## config.mk

```make
export PLATFORM = sky130hd
export DESIGN_NAME = seg_capture
export DESIGN_NICKNAME = d
export VERILOG_FILES = /design/src/rtl/seg_capture.sv
export SDC_FILE = /design/constraint.sdc
export NUM_CORES = 1
export LEC_CHECK = 0
export CAP_MARGIN = 25
export CORE_ASPECT_RATIO = 0.75
export CORE_MARGIN = 2
export CORE_UTILIZATION = 43
export CTS_BUF_LIST = sky130_fd_sc_hd__clkbuf_16
export CTS_CLUSTER_SIZE = 28
export DETAILED_ROUTE_END_ITERATION = 8
export PLACE_DENSITY = 0.68
export SYNTH_ARGS = -nofsm -noshare
export SYNTH_HDL_FRONTEND = slang
export SYNTH_SLANG_ARGS = --single-unit
```

## constraint.sdc

```tcl
create_clock -name clk -period 2.6 [get_ports clk]
set_input_delay 0.26 -clock clk [delete_from_list [all_inputs] [get_ports clk]]
set_output_delay 0.26 -clock clk [all_outputs]
set_load 0.01 [all_outputs]
```

## src/rtl/seg_capture.sv

```systemverilog
// Receive side of the multiplexed seven-segment bus: recovers per-digit hex
// nibbles, validity and decimal points once a bus tuple has been stable long enough.
module seg_capture #(
  parameter int STABLE_CYCLES = 4
) (
  input  logic        clk,
  input  logic        rst,
  input  logic [6:0]  i_a_to_g,
  input  logic [7:0]  i_an,
  input  logic        i_dp,
  input  logic        i_clear,
  output logic [31:0] o_value,
  output logic [7:0]  o_digit_valid,
  output logic [7:0]  o_dp_bits,
  output logic        o_update,
  output logic        o_bad_pattern,
  output logic        o_bad_anode
);

  localparam logic [15:0] IDLE_TUPLE = {8'hFF, 7'h7F, 1'b1};
  // Counter saturates one past the commit point so a held tuple commits once.
  localparam logic [8:0] RUN_HIT = 9'(STABLE_CYCLES);
  localparam logic [8:0] RUN_SAT = 9'(STABLE_CYCLES + 1);

  logic [15:0] r_sample;
  logic [8:0]  r_run;
  logic        r_update;
  logic        r_bad_pattern;
  logic        r_bad_anode;

  logic [15:0] w_tuple;
  logic [8:0]  w_run_next;
  logic [7:0]  w_an_n;
  logic [6:0]  w_seg;
  logic        w_dp;
  logic        w_single;
  logic        w_bcast;
  logic        w_idle;
  logic        w_bad_an;
  logic        w_commit;
  logic        w_write;
  logic [7:0]  w_target;
  logic [4:0]  w_dec;
  logic        w_legal;
  logic [3:0]  w_nibble;
  logic        w_reset;

  function automatic logic [4:0] decode(input logic [6:0] seg);
    logic [4:0] res;
    res = 5'b0_0000;
    case (seg)
      7'b0000001: res = 5'h10;
      7'b1001111: res = 5'h11;
      7'b0010010: res = 5'h12;
      7'b0000110: res = 5'h13;
      7'b1001100: res = 5'h14;
      7'b0100100: res = 5'h15;
      7'b0100000: res = 5'h16;
      7'b0001111: res = 5'h17;
      7'b0000000: res = 5'h18;
      7'b0000100: res = 5'h19;
      7'b0001000: res = 5'h1A;
      7'b1100000: res = 5'h1B;
      7'b0110001: res = 5'h1C;
      7'b1000010: res = 5'h1D;
      7'b0110000: res = 5'h1E;
      7'b0111000: res = 5'h1F;
      default:    res = 5'h00;
    endcase
    return res;
  endfunction

  assign w_reset    = rst || i_clear;
  assign w_tuple    = {i_an, i_a_to_g, i_dp};
  assign w_run_next = (w_tuple != r_sample) ? 9'd1 :
                      (r_run >= RUN_SAT)    ? RUN_SAT : r_run + 9'd1;

  // Classification and commit act on the registered sample, not the live bus.
  assign w_an_n   = ~r_sample[15:8];
  assign w_seg    = r_sample[7:1];
  assign w_dp     = r_sample[0];
  assign w_single = (w_an_n != 8'h00) && ((w_an_n & (w_an_n - 8'd1)) == 8'h00);
  assign w_bcast  = (w_an_n == 8'hFF);
  assign w_idle   = (w_an_n == 8'h00);
  assign w_bad_an = !(w_single || w_bcast || w_idle);
  assign w_commit = (r_run == RUN_HIT);
  assign w_write  = w_commit && (w_single || w_bcast);
  assign w_target = w_single ? w_an_n : (w_bcast ? 8'hFF : 8'h00);
  assign w_dec    = decode(w_seg);
  assign w_legal  = w_dec[4];
  assign w_nibble = w_dec[3:0];

  always_ff @(posedge clk) begin
    if (w_reset) begin
      r_sample      <= IDLE_TUPLE;
      r_run         <= 9'd0;
      r_update      <= 1'b0;
      r_bad_pattern <= 1'b0;
      r_bad_anode   <= 1'b0;
    end else begin
      r_sample      <= w_tuple;
      r_run         <= w_run_next;
      r_update      <= w_write;
      r_bad_pattern <= w_write && !w_legal;
      r_bad_anode   <= w_commit && w_bad_an;
    end
  end

  genvar gi;
  generate
    for (gi = 0; gi < 8; gi++) begin : g_digit
      logic [3:0] r_nib;
      logic       r_vld;
      logic       r_dpb;

      // An illegal pattern invalidates the digit but leaves its last nibble.
      always_ff @(posedge clk) begin
        if (w_reset) begin
          r_nib <= 4'h0;
          r_vld <= 1'b0;
          r_dpb <= 1'b0;
        end else if (w_write && w_target[gi]) begin
          if (w_legal) begin
            r_nib <= w_nibble;
          end
          r_vld <= w_legal;
          r_dpb <= ~w_dp;
        end
      end

      assign o_value[4*gi +: 4] = r_nib;
      assign o_digit_valid[gi]  = r_vld;
      assign o_dp_bits[gi]      = r_dpb;
    end
  endgenerate

  assign o_update      = r_update;
  assign o_bad_pattern = r_bad_pattern;
  assign o_bad_anode   = r_bad_anode;

endmodule

```

==> run_results.csv, run 1 <==
group,metric,value,unit
sta,relSlewSlack,0.469,
cts,cts_max_path_buffers,2,
detailed_routing,remaining_drc_errors,0,
critical_path,crit_required,2.87,ns
detailed_routing,drt-total-wl,8400,um
critical_path,worstSetupStartpointType,"flip-flop",
final_layout,drive_gt1_frac,0.125,
detailed_routing,vias_per_cell,5.33,
die,io_pins,70,
logic_synthesis,syn_avg_cell_area,9.21,sq um
sta,slew_violations,0,
critical_path,critPathTopFamily,"simple AND/OR/NAND/NOR gates",
cts,cts_buffers,9,
final_layout,nets,466,
sta,rsz0062_at_grt,"no",
global_routing,grt_start_max_net_pins,32,
cts,cts_setup_buffers,0,
cts,clockRootBuffer,"clkbuf_16",
logic_synthesis,yosys-top-cells-area,"dfxtp_1 43%, mux2i_1 7.3%, nand2_1 4.7%",
status,status,"finished clean",
hold_path,hold_class,"reg2reg",
global_routing,antenna_found_initial,0,
die,die_area,0.00907,sq mm
final_layout,seqCellArea,0.00152,sq mm
sta,final_hold_viol_count,0,
global_routing,grt_pass1_wl,13500,um
cts,cts_resized,0,
placed_design,preCtsSetupSlack,0.112,ns
detailed_routing,antenna_left,0,
critical_path,worstPathArrival,2.66,ns
die,initial_core_util,0.448,
logic_synthesis,synth_edf_count,0,
logic_synthesis,ys_seq_elements,76,
global_routing,grt_use_total,0.190,
power_and_ir_drop,p_clk_frac,0.491,
detailed_routing,dr_total_vias,2948,
sta,tightestPinTransition,0.792,ns
power_and_ir_drop,p_int,0.00209,W
sta,setup_slack,0.208,ns
critical_path,crit_type,"reg2reg",
cts,clkTransAtPathRegs,0.06,ns
power_and_ir_drop,p_switching,0.000576,W
detailed_routing,drt_iter0_markers,141,
sta,setup_viol,0,
sta,setup_tns,0,ns
logic_synthesis,synth_ff_type,"dfxtp_1",
die,die_h,83.0,um
sta,fin_crit_sh,0.920,
logic_synthesis,yosysSeqAreaShare,0.426,
critical_path,path_cells,"nand3_1, nor2_1, a41oi_2, a21o_2, or4b_1, o21ai_1",
power_and_ir_drop,power_frac_comb,0.054,
sta,clock-skew-final,0.00642,ns
sta,finalCriticalPeriod,2.39,ns
final_layout,antennaDiodeCount,0,
cts,cts.sinks,76,
critical_path,crit_path_end_kind,"flip-flop",
critical_path,path_buf_inv,0,
global_routing,grt_pass1_vias,2696,
power_and_ir_drop,swShare,0.216,
detailed_routing,wl_per_cell,15.2,um
die,dieWidth,109,um
placed_design,place_hpwl,6120,um
logic_synthesis,synth_top_cell_by_area,"dfxtp_1",
cts,htree_levels,3,
placed_design,io_buffers,69,
die,std_cell_rows,28,
die,fp.coreArea,0.00799,sq mm
placed_design,place.gp.congestion,0.909,
global_routing,grt_overflow,0,
power_and_ir_drop,vdd_drop_max,377,uV
final_layout,area_delta_synth_final,28.5,%
power_and_ir_drop,p_per_area,580,mW/mm^2
logic_synthesis,yosysUniqueCellTypes,60,
logic_synthesis,netlist_instances,388,
power_and_ir_drop,pwr-share-seq,0.455,
final_layout,n_fill_cell,715,
critical_path,slowest_stage,"dfxtp_1",
final_layout,multi_input_area,0.00181,sq mm
cts,holdBufCountCts,0,
run,cap_violations,0,
logic_synthesis,yosysWarnings,0,
sta,fmax,418,MHz
power_and_ir_drop,p_leak,1.57,nW
cts,cts_tree,"done",
cts,clock_latency,0.34,ns
logic_synthesis,synth_area,0.00357,sq mm
logic_synthesis,synth_top_area_frac,0.426,
critical_path,max_stage_delay,0.53,ns
logic_synthesis,synthArstFlopShare,0,
detailed_routing,dr.pass1.iters,5,
critical_path,path_max_fanout,10,
[cell type report]
type | instances | area share
multi-input combinational | 270 | 0.395
timing repair buffer | 82 | 0.172
clock inverter | 6 | 0.0196
inverter | 5 | 0.00408
sequential | 76 | 0.331
clock buffer | 9 | 0.0490
tap | 105 | 0.0286
[metrics by stage]
stage | cells | total power, W | cell area, sq um | hold slack [ns] | utilization
final | 553 | 0.00266 | 4590 | 0.458 | 0.575
after global routing | 553 | 0.00275 | 4590 | 0.486 | 0.575
after CTS | 553 | 0.00268 | 4580 | 0.462 | 0.573
after detailed placement | 538 | 0.00138 | 4260 | 0.450 | 0.534
after global placement | 537 | 0.00138 | 4250 | 0.446 | 0.532
after floorplan | 393 | 0.00132 | 3590 | 0.359 | -
[synth_stat cells, types with 4 or more instances]
library cell / number
nor4_1: 6
nor3_1: 4
mux2i_1: 26
clkbuf_1: 12
nand4_1: 6
buf_2: 7
nor2b_1: 5
a21oi_1: 13
nand3_1: 5
or3_1: 19
xnor2_1: 18
inv_1: 5
o31ai_1: 5
o21ai_0: 8
a211oi_1: 19
nor2_1: 31
buf_4: 19
nand2_1: 45
dfxtp_1: 76
[power by group through the flow]
stage               sequential (W)  clock, W  combinational, W
floorplan                  0.00121         0          0.000108
global placement           0.00124         0          0.000140
detailed placement         0.00124         0          0.000140
CTS                        0.00121   0.00133          0.000141
global route               0.00122   0.00138          0.000157
finish                     0.00121   0.00131          0.000143
[state kept, by name (all words and copies together) (netlist names)]
signal         cells
r_sample          16
g_digit.r_nib     32
g_digit.r_vld      8
r_run              9
o_bad_anode        1
o_bad_pattern      1
o_update           1
g_digit.r_dpb      8
[worst register-to-register path: cells and delay by family (launching register included)]
kind             cells  cell delay [ns]
AO/OA/AOI/OAI        3             0.73
flip-flops           1             0.53
AND/OR/NAND/NOR      3             1.08
[final timing paths]
kind | startpoint | to | slack, ns | cells after the start
worst max-delay path | r_sample[11] | g_digit[1].r_nib[3] | 0.21 | 6
worst min-delay path | g_digit[2].r_nib[2] | g_digit[2].r_nib[2] | 0.46 | 2
worst max register to register | r_sample[11] | g_digit[1].r_nib[3] | 0.21 | 6
worst min register to register | g_digit[2].r_nib[2] | g_digit[2].r_nib[2] | 0.46 | 2
[kinds of logic (layout without fill, tap and decap cells)]
| logic type | Yosys count | count (layout) | share of synthesized area |
|---|---|---|---|
| compound gates | 67 | 67 | 0.132 |
| xor+xnor | 18 | 18 | 0.0441 |
| fa+ha+maj | 4 | 4 | 0.0133 |
| buf+inv | 47 | 102 | 0.0781 |
| flops | 76 | 76 | 0.426 |
| mux | 27 | 27 | 0.0760 |
| other cells | 1 | 6 | 0.00105 |
| simple gates | 148 | 148 | 0.230 |
[layer usage]
metal	GRT usage	share of wire	vias up
li1	-	-	1471
met2	0.282	0.45	79
met4	0.0552	0.0081	0
met3	0.0440	0.055	7
met5	0	0	-
met1	0.273	0.49	1391
[cells in the final DEF, fill, tap and decap left out, types with 6 or more instances in the layout]
cell,n
a211oi_1,19
a21oi_1,13
buf_4,12
clkbuf_16,9
clkdlybuf4s50_1,69
conb_1,6
dfxtp_1,75
mux2i_1,26
nand2_1,45
nand4_1,6
nor2_1,30
o21ai_0,8
or3_1,19
xnor2_1,18
Power figures use the tool's default switching activity.
==> run 2, diff against run 1 <==
Settings changed: RECOVER_POWER from default to 100.
==> run 2 against run 1 <==
Register-to-register slack about the same. Critical path depth unchanged. Utilization down 0.61 points. Worst setup slack worse by 0.014 ns. Fmax down 0.57%. Clock skew down 0.00052 ns. Clock-buffer cell count unchanged. Non-clock buffer count unchanged. Sequential power about the same. Die area unchanged. Cell count unchanged. Critical endpoint unchanged. Largest cell class unchanged. Highest routed layer unchanged.
==> run_results.csv, run 2 (synthesis gave the netlist of run 1 again) <==
group,metric,value,unit
die,initial_core_util,0.448,
critical_path,crit_type,"reg2reg",
global_routing,use_met3,0.0440,
hold_path,whs_path_depth,2,
die,fp.coreArea,0.00799,sq mm
detailed_routing,dr.pass1.iters,5,
die,std_cell_rows,28,
power_and_ir_drop,vdd_drop_max,376,uV
final_layout,reg_top3,"g_digit.r_nib (32), r_sample (16), r_run (9)",
sta,slew_violations,0,
power_and_ir_drop,p_leak,1.72,nW
detailed_routing,antenna_left,0,
run,cap_violations,0,
global_routing,grt_overflow,0,
placed_design,io_buffers,69,
sta,setup_viol,0,
cts,cts_tree,"done",
critical_path,worstSetupStartpointType,"flip-flop",
sta,fmax,416,MHz
detailed_routing,remaining_drc_errors,0,
sta,whs,0.454,ns
cts,clock_latency,0.34,ns
sta,finalCriticalPeriod,2.41,ns
sta,tightestPinTransition,0.772,ns
cts,cts_setup_buffers,0,
final_layout,largest-register,"g_digit.r_nib",
critical_path,crit_path_end_kind,"flip-flop",
global_routing,grtUsageMet1,0.273,
die,die_h,83.0,um
global_routing,antenna_found_initial,0,
cts,cts.sinks,76,
power_and_ir_drop,p_per_area,585,mW/mm^2
placed_design,place_hpwl,6120,um
global_routing,gr-usage-met2,0.282,
final_layout,area_delta_synth_final,27.2,%
sta,setup_tns,0,ns
global_routing,grt_pass1_wl,13500,um
sta,rsz0062_at_grt,"no",
detailed_routing,wl_per_cell,15.2,um
final_layout,antennaDiodeCount,0,
die,io_pins,70,
status,status,"finished clean",
placed_design,place.gp.congestion,0.909,
critical_path,r2r.worst_path.cells,6,
cts,cts_buffers,9,
sta,final_hold_viol_count,0,
sta,clock-skew-final,0.00590,ns
global_routing,grt_busiest_layer,"met2",
detailed_routing,drt-total-wl,8380,um
critical_path,crit_cells,6,
cts,clockRootBuffer,"clkbuf_16",
critical_path,crit_required,2.87,ns
detailed_routing,dr_total_vias,2945,
global_routing,grt_use_total,0.190,
detailed_routing,drt_iter0_markers,167,
detailed_routing,vias_per_cell,5.33,
final_layout,nets,466,
hold_path,hold_class,"reg2reg",
critical_path,max_stage_delay,0.53,ns
sta,fin_crit_sh,0.925,
final_layout,drive_gt1_frac,0.0960,
global_routing,grt_pass1_vias,2696,
critical_path,path_cells,"nand3_1, nor2_1, a41oi_2, a21o_2, or4b_1, o21ai_1",
critical_path,worstPathArrival,2.67,ns
die,dieWidth,109,um
final_layout,final_common_cell,"dfxtp_1",
final_layout,layout_common_cells,"75 x dfxtp_1, 52 x dlygate4sd3_1, 45 x nand2_1",
critical_path,critPathTopFamily,"simple AND/OR/NAND/NOR gates",
critical_path,path_max_fanout,10,
sta,relSlewSlack,0.482,
critical_path,path_buf_inv,0,
cts,htree_levels,3,
cts,cts_max_path_buffers,2,
final_layout,design_area,0.00455,sq mm
global_routing,grt_start_max_net_pins,32,
critical_path,slowest_stage,"dfxtp_1",
die,die_area,0.00907,sq mm
placed_design,placedInstanceArea,0.00426,sq mm
cts,clkTransAtPathRegs,0.06,ns
final_layout,largest_reg_flops,32,
run 2: cell types whose count changed in the layout (fill, tap and decap cells not counted), sizes merged:
cell,before,now
buf,13,6
dlygate4sd3,0,52
clkbuf,9,16
clkdlybuf4s50,69,17
run 2: cell type report:
cell class | instances | area, sq um
clock buffer | 9 | 225
clock inverter | 6 | 90.1
fill | 730 | 3440
inverter | 5 | 18.8
multi-input combinational | 270 | 1790
sequential | 76 | 1520
tap | 105 | 131
timing repair buffer | 82 | 767
run 2: path summary, 6_finish.rpt:
| check | from | end | slack [ns] |
|---|---|---|---|
| hold / removal | g_digit[2].r_nib[2] | g_digit[2].r_nib[2] | 0.45 |
| setup / recovery | r_sample[11] | g_digit[1].r_nib[3] | 0.19 |
| setup reg to reg | r_sample[11] | g_digit[1].r_nib[3] | 0.19 |
| hold reg to reg | g_digit[2].r_nib[2] | g_digit[2].r_nib[2] | 0.45 |
run 2: report_power, final:
group	switching, W	leakage [nW]	total, W	internal [W]
clock	0.000472	0.151	0.00131	0.000835
sequential	0.0000321	0.617	0.00121	0.00118
combinational	0.0000702	0.956	0.000140	0.0000698
total	0.000574	1.72	0.00266	0.00209
run 2: metal layers:
| layer | part of all wire | vias to the layer above | routed length (um) |
|---|---|---|---|
| met5 | 0 | - | 0 |
| met4 | 0.0073 | 0 | 61 |
| met3 | 0.058 | 9 | 482 |
| met2 | 0.44 | 84 | 3700 |
| met1 | 0.49 | 1378 | 4140 |
| li1 | - | 1474 | - |
run 2: timing repair:
item,in CTS,in global routing
setup endpoints to repair,0,15
resized for setup,0,4
hold buffers,0,0
run 2: through the flow:
step                worst slack (ns)   util  total power, W  instances
detailed placement             0.112  0.534         0.00138        538
global placement               0.106  0.532         0.00138        537
floorplan                      0.458      -         0.00132        393
CTS                           0.0932  0.573         0.00268        553
global route                  0.0143  0.569         0.00275        553
finish                         0.195  0.569         0.00266        553
run 2: tightest hold or removal path, cell delays in order (launching register included):
cell and delay [ns]:
dfxtp_1 0.30, nand2_1 0.05, mux2i_1 0.05
==> run 3, diff against run 2 <==
Settings changed: CAP_MARGIN 25 to 40.
==> run 3 against run 2 <==
Register-to-register slack hardly changed. Routed wire length fell by 1.0%. Critical path type unchanged. Utilization rose by 0.094 points. Hold slack about the same. Critical endpoint unchanged. Fmax decreased by 0.46%. Worst setup slack lost 0.011 ns.
==> run_results.csv, run 3 (synthesis gave the netlist of run 1 again) <==
group,metric,value,unit
placed_design,placedInstanceArea,0.00426,sq mm
detailed_routing,drt-total-wl,8290,um
cts,clockRootBuffer,"clkbuf_16",
die,io_pins,70,
detailed_routing,remaining_drc_errors,0,
run,cap_violations,0,
sta,finalCriticalPeriod,2.42,ns
critical_path,path_buf_inv,0,
cts,clkTransAtPathRegs,0.06,ns
global_routing,gr-usage-met2,0.280,
sta,setup_viol,0,
hold_path,whs_path_depth,2,
final_layout,final_common_cell,"dfxtp_1",
power_and_ir_drop,p_leak,1.72,nW
critical_path,path_max_fanout,10,
die,std_cell_rows,28,
final_layout,area_delta_synth_final,27.4,%
detailed_routing,vias_per_cell,5.40,
critical_path,path_cells,"nand3_1, nor2_1, a41oi_2, a21o_2, or4b_1, o21ai_1",
placed_design,place.gp.congestion,0.909,
final_layout,n_fill_cell,734,
critical_path,max_stage_delay,0.55,ns
detailed_routing,wl_per_cell,15.0,um
sta,tightestPinTransition,0.755,ns
detailed_routing,dr_total_vias,2986,
placed_design,io_buffers,69,
critical_path,crit_cells,6,
die,die_h,83.0,um
cts,cts_max_path_buffers,2,
final_layout,design_area,0.00455,sq mm
die,die_area,0.00907,sq mm
status,status,"finished clean",
cts,cts_tree,"done",
final_layout,antennaDiodeCount,0,
final_layout,largest_reg_flops,32,
critical_path,r2r.worst_path.cells,6,
cts,clock_latency,0.33,ns
global_routing,grt_busiest_layer,"met2",
critical_path,worstPathArrival,2.68,ns
global_routing,use_met3,0.0495,
sta,fmax,414,MHz
power_and_ir_drop,p_per_area,583,mW/mm^2
critical_path,worstSetupStartpointType,"flip-flop",
placed_design,place_hpwl,6120,um
detailed_routing,drt_iter0_markers,139,
cts,cts_setup_buffers,0,
critical_path,crit_required,2.86,ns
die,fp.coreArea,0.00799,sq mm
final_layout,multi_input_area,0.00180,sq mm
sta,final_hold_viol_count,0,
global_routing,grt_use_total,0.191,
global_routing,antenna_found_initial,0,
sta,clock-skew-final,0.00528,ns
final_layout,nets,466,
global_routing,grt_pass1_vias,2732,
cts,htree_levels,3,
die,initial_core_util,0.448,
final_layout,seqCellArea,0.00152,sq mm
global_routing,grt_pass1_wl,13600,um
critical_path,slowest_stage,"dfxtp_1",
critical_path,crit_path_end_kind,"flip-flop",
cts,holdBufCountCts,0,
hold_path,hold_class,"reg2reg",
cts,cts_buffers,9,
global_routing,grt_overflow,0,
final_layout,largest-register,"g_digit.r_nib",
sta,fin_crit_sh,0.929,
global_routing,grt_start_max_net_pins,32,
final_layout,reg_top3,"g_digit.r_nib (32), r_sample (16), r_run (9)",
cts,cts_resized,0,
sta,slew_violations,0,
power_and_ir_drop,vdd_drop_max,367,uV
cts,cts.sinks,76,
final_layout,drive_gt1_frac,0.100,
die,dieWidth,109,um
final_layout,layout_common_cells,"76 x dfxtp_1, 52 x dlygate4sd3_1, 45 x nand2_1",
global_routing,grtUsageMet1,0.274,
detailed_routing,antenna_left,0,
sta,relSlewSlack,0.493,
sta,whs,0.454,ns
detailed_routing,dr.pass1.iters,4,
sta,setup_tns,0,ns
critical_path,crit_type,"reg2reg",
critical_path,critPathTopFamily,"simple AND/OR/NAND/NOR gates",
sta,rsz0062_at_grt,"no",
-- run 3: worst paths after layout --
check / startpoint / to / slack (ns)
worst min register to register: g_digit[2].r_nib[2] / g_digit[2].r_nib[2] / 0.45
worst max-delay path: r_sample[10] / g_digit[1].r_nib[3] / 0.18
worst max register to register: r_sample[10] / g_digit[1].r_nib[3] / 0.18
worst min-delay path: g_digit[2].r_nib[2] / g_digit[2].r_nib[2] / 0.45
-- run 3: layout make-up --
class,instances,share of cell area
Multi-Input combinational cell,270,0.396
Sequential cell,76,0.334
Timing Repair Buffer,82,0.168
Clock buffer,9,0.0495
Tap cell,105,0.0289
Clock inverter,6,0.0198
Inverter,5,0.00412
-- run 3: report_power, final --
part,internal [W],switching (W)
Sequential,0.00118,0.0000324
Clock,0.000835,0.000468
Combinational,0.0000703,0.0000696
Total,0.00209,0.000570
-- run 3: through the flow --
stage | total power (W) | cells | worst slack [ns] | utilization
after CTS | 0.00268 | 553 | 0.104 | 0.573
after global routing | 0.00276 | 553 | 0.0116 | 0.570
after floorplan | 0.00132 | 393 | 0.458 | -
after detailed placement | 0.00138 | 538 | 0.112 | 0.533
after global placement | 0.00138 | 537 | 0.106 | 0.532
final | 0.00266 | 553 | 0.184 | 0.570
-- run 3: metal layers --
layer	wire, um	share of wire
met2	3650	0.44
met5	0	0
met3	496	0.060
met4	142	0.017
met1	4010	0.48
-- run 3: tightest hold or removal path, cell delays in order, from the launching register on --
cell     delay (ns)
dfxtp_1        0.30
nand2_1        0.05
mux2i_1        0.05
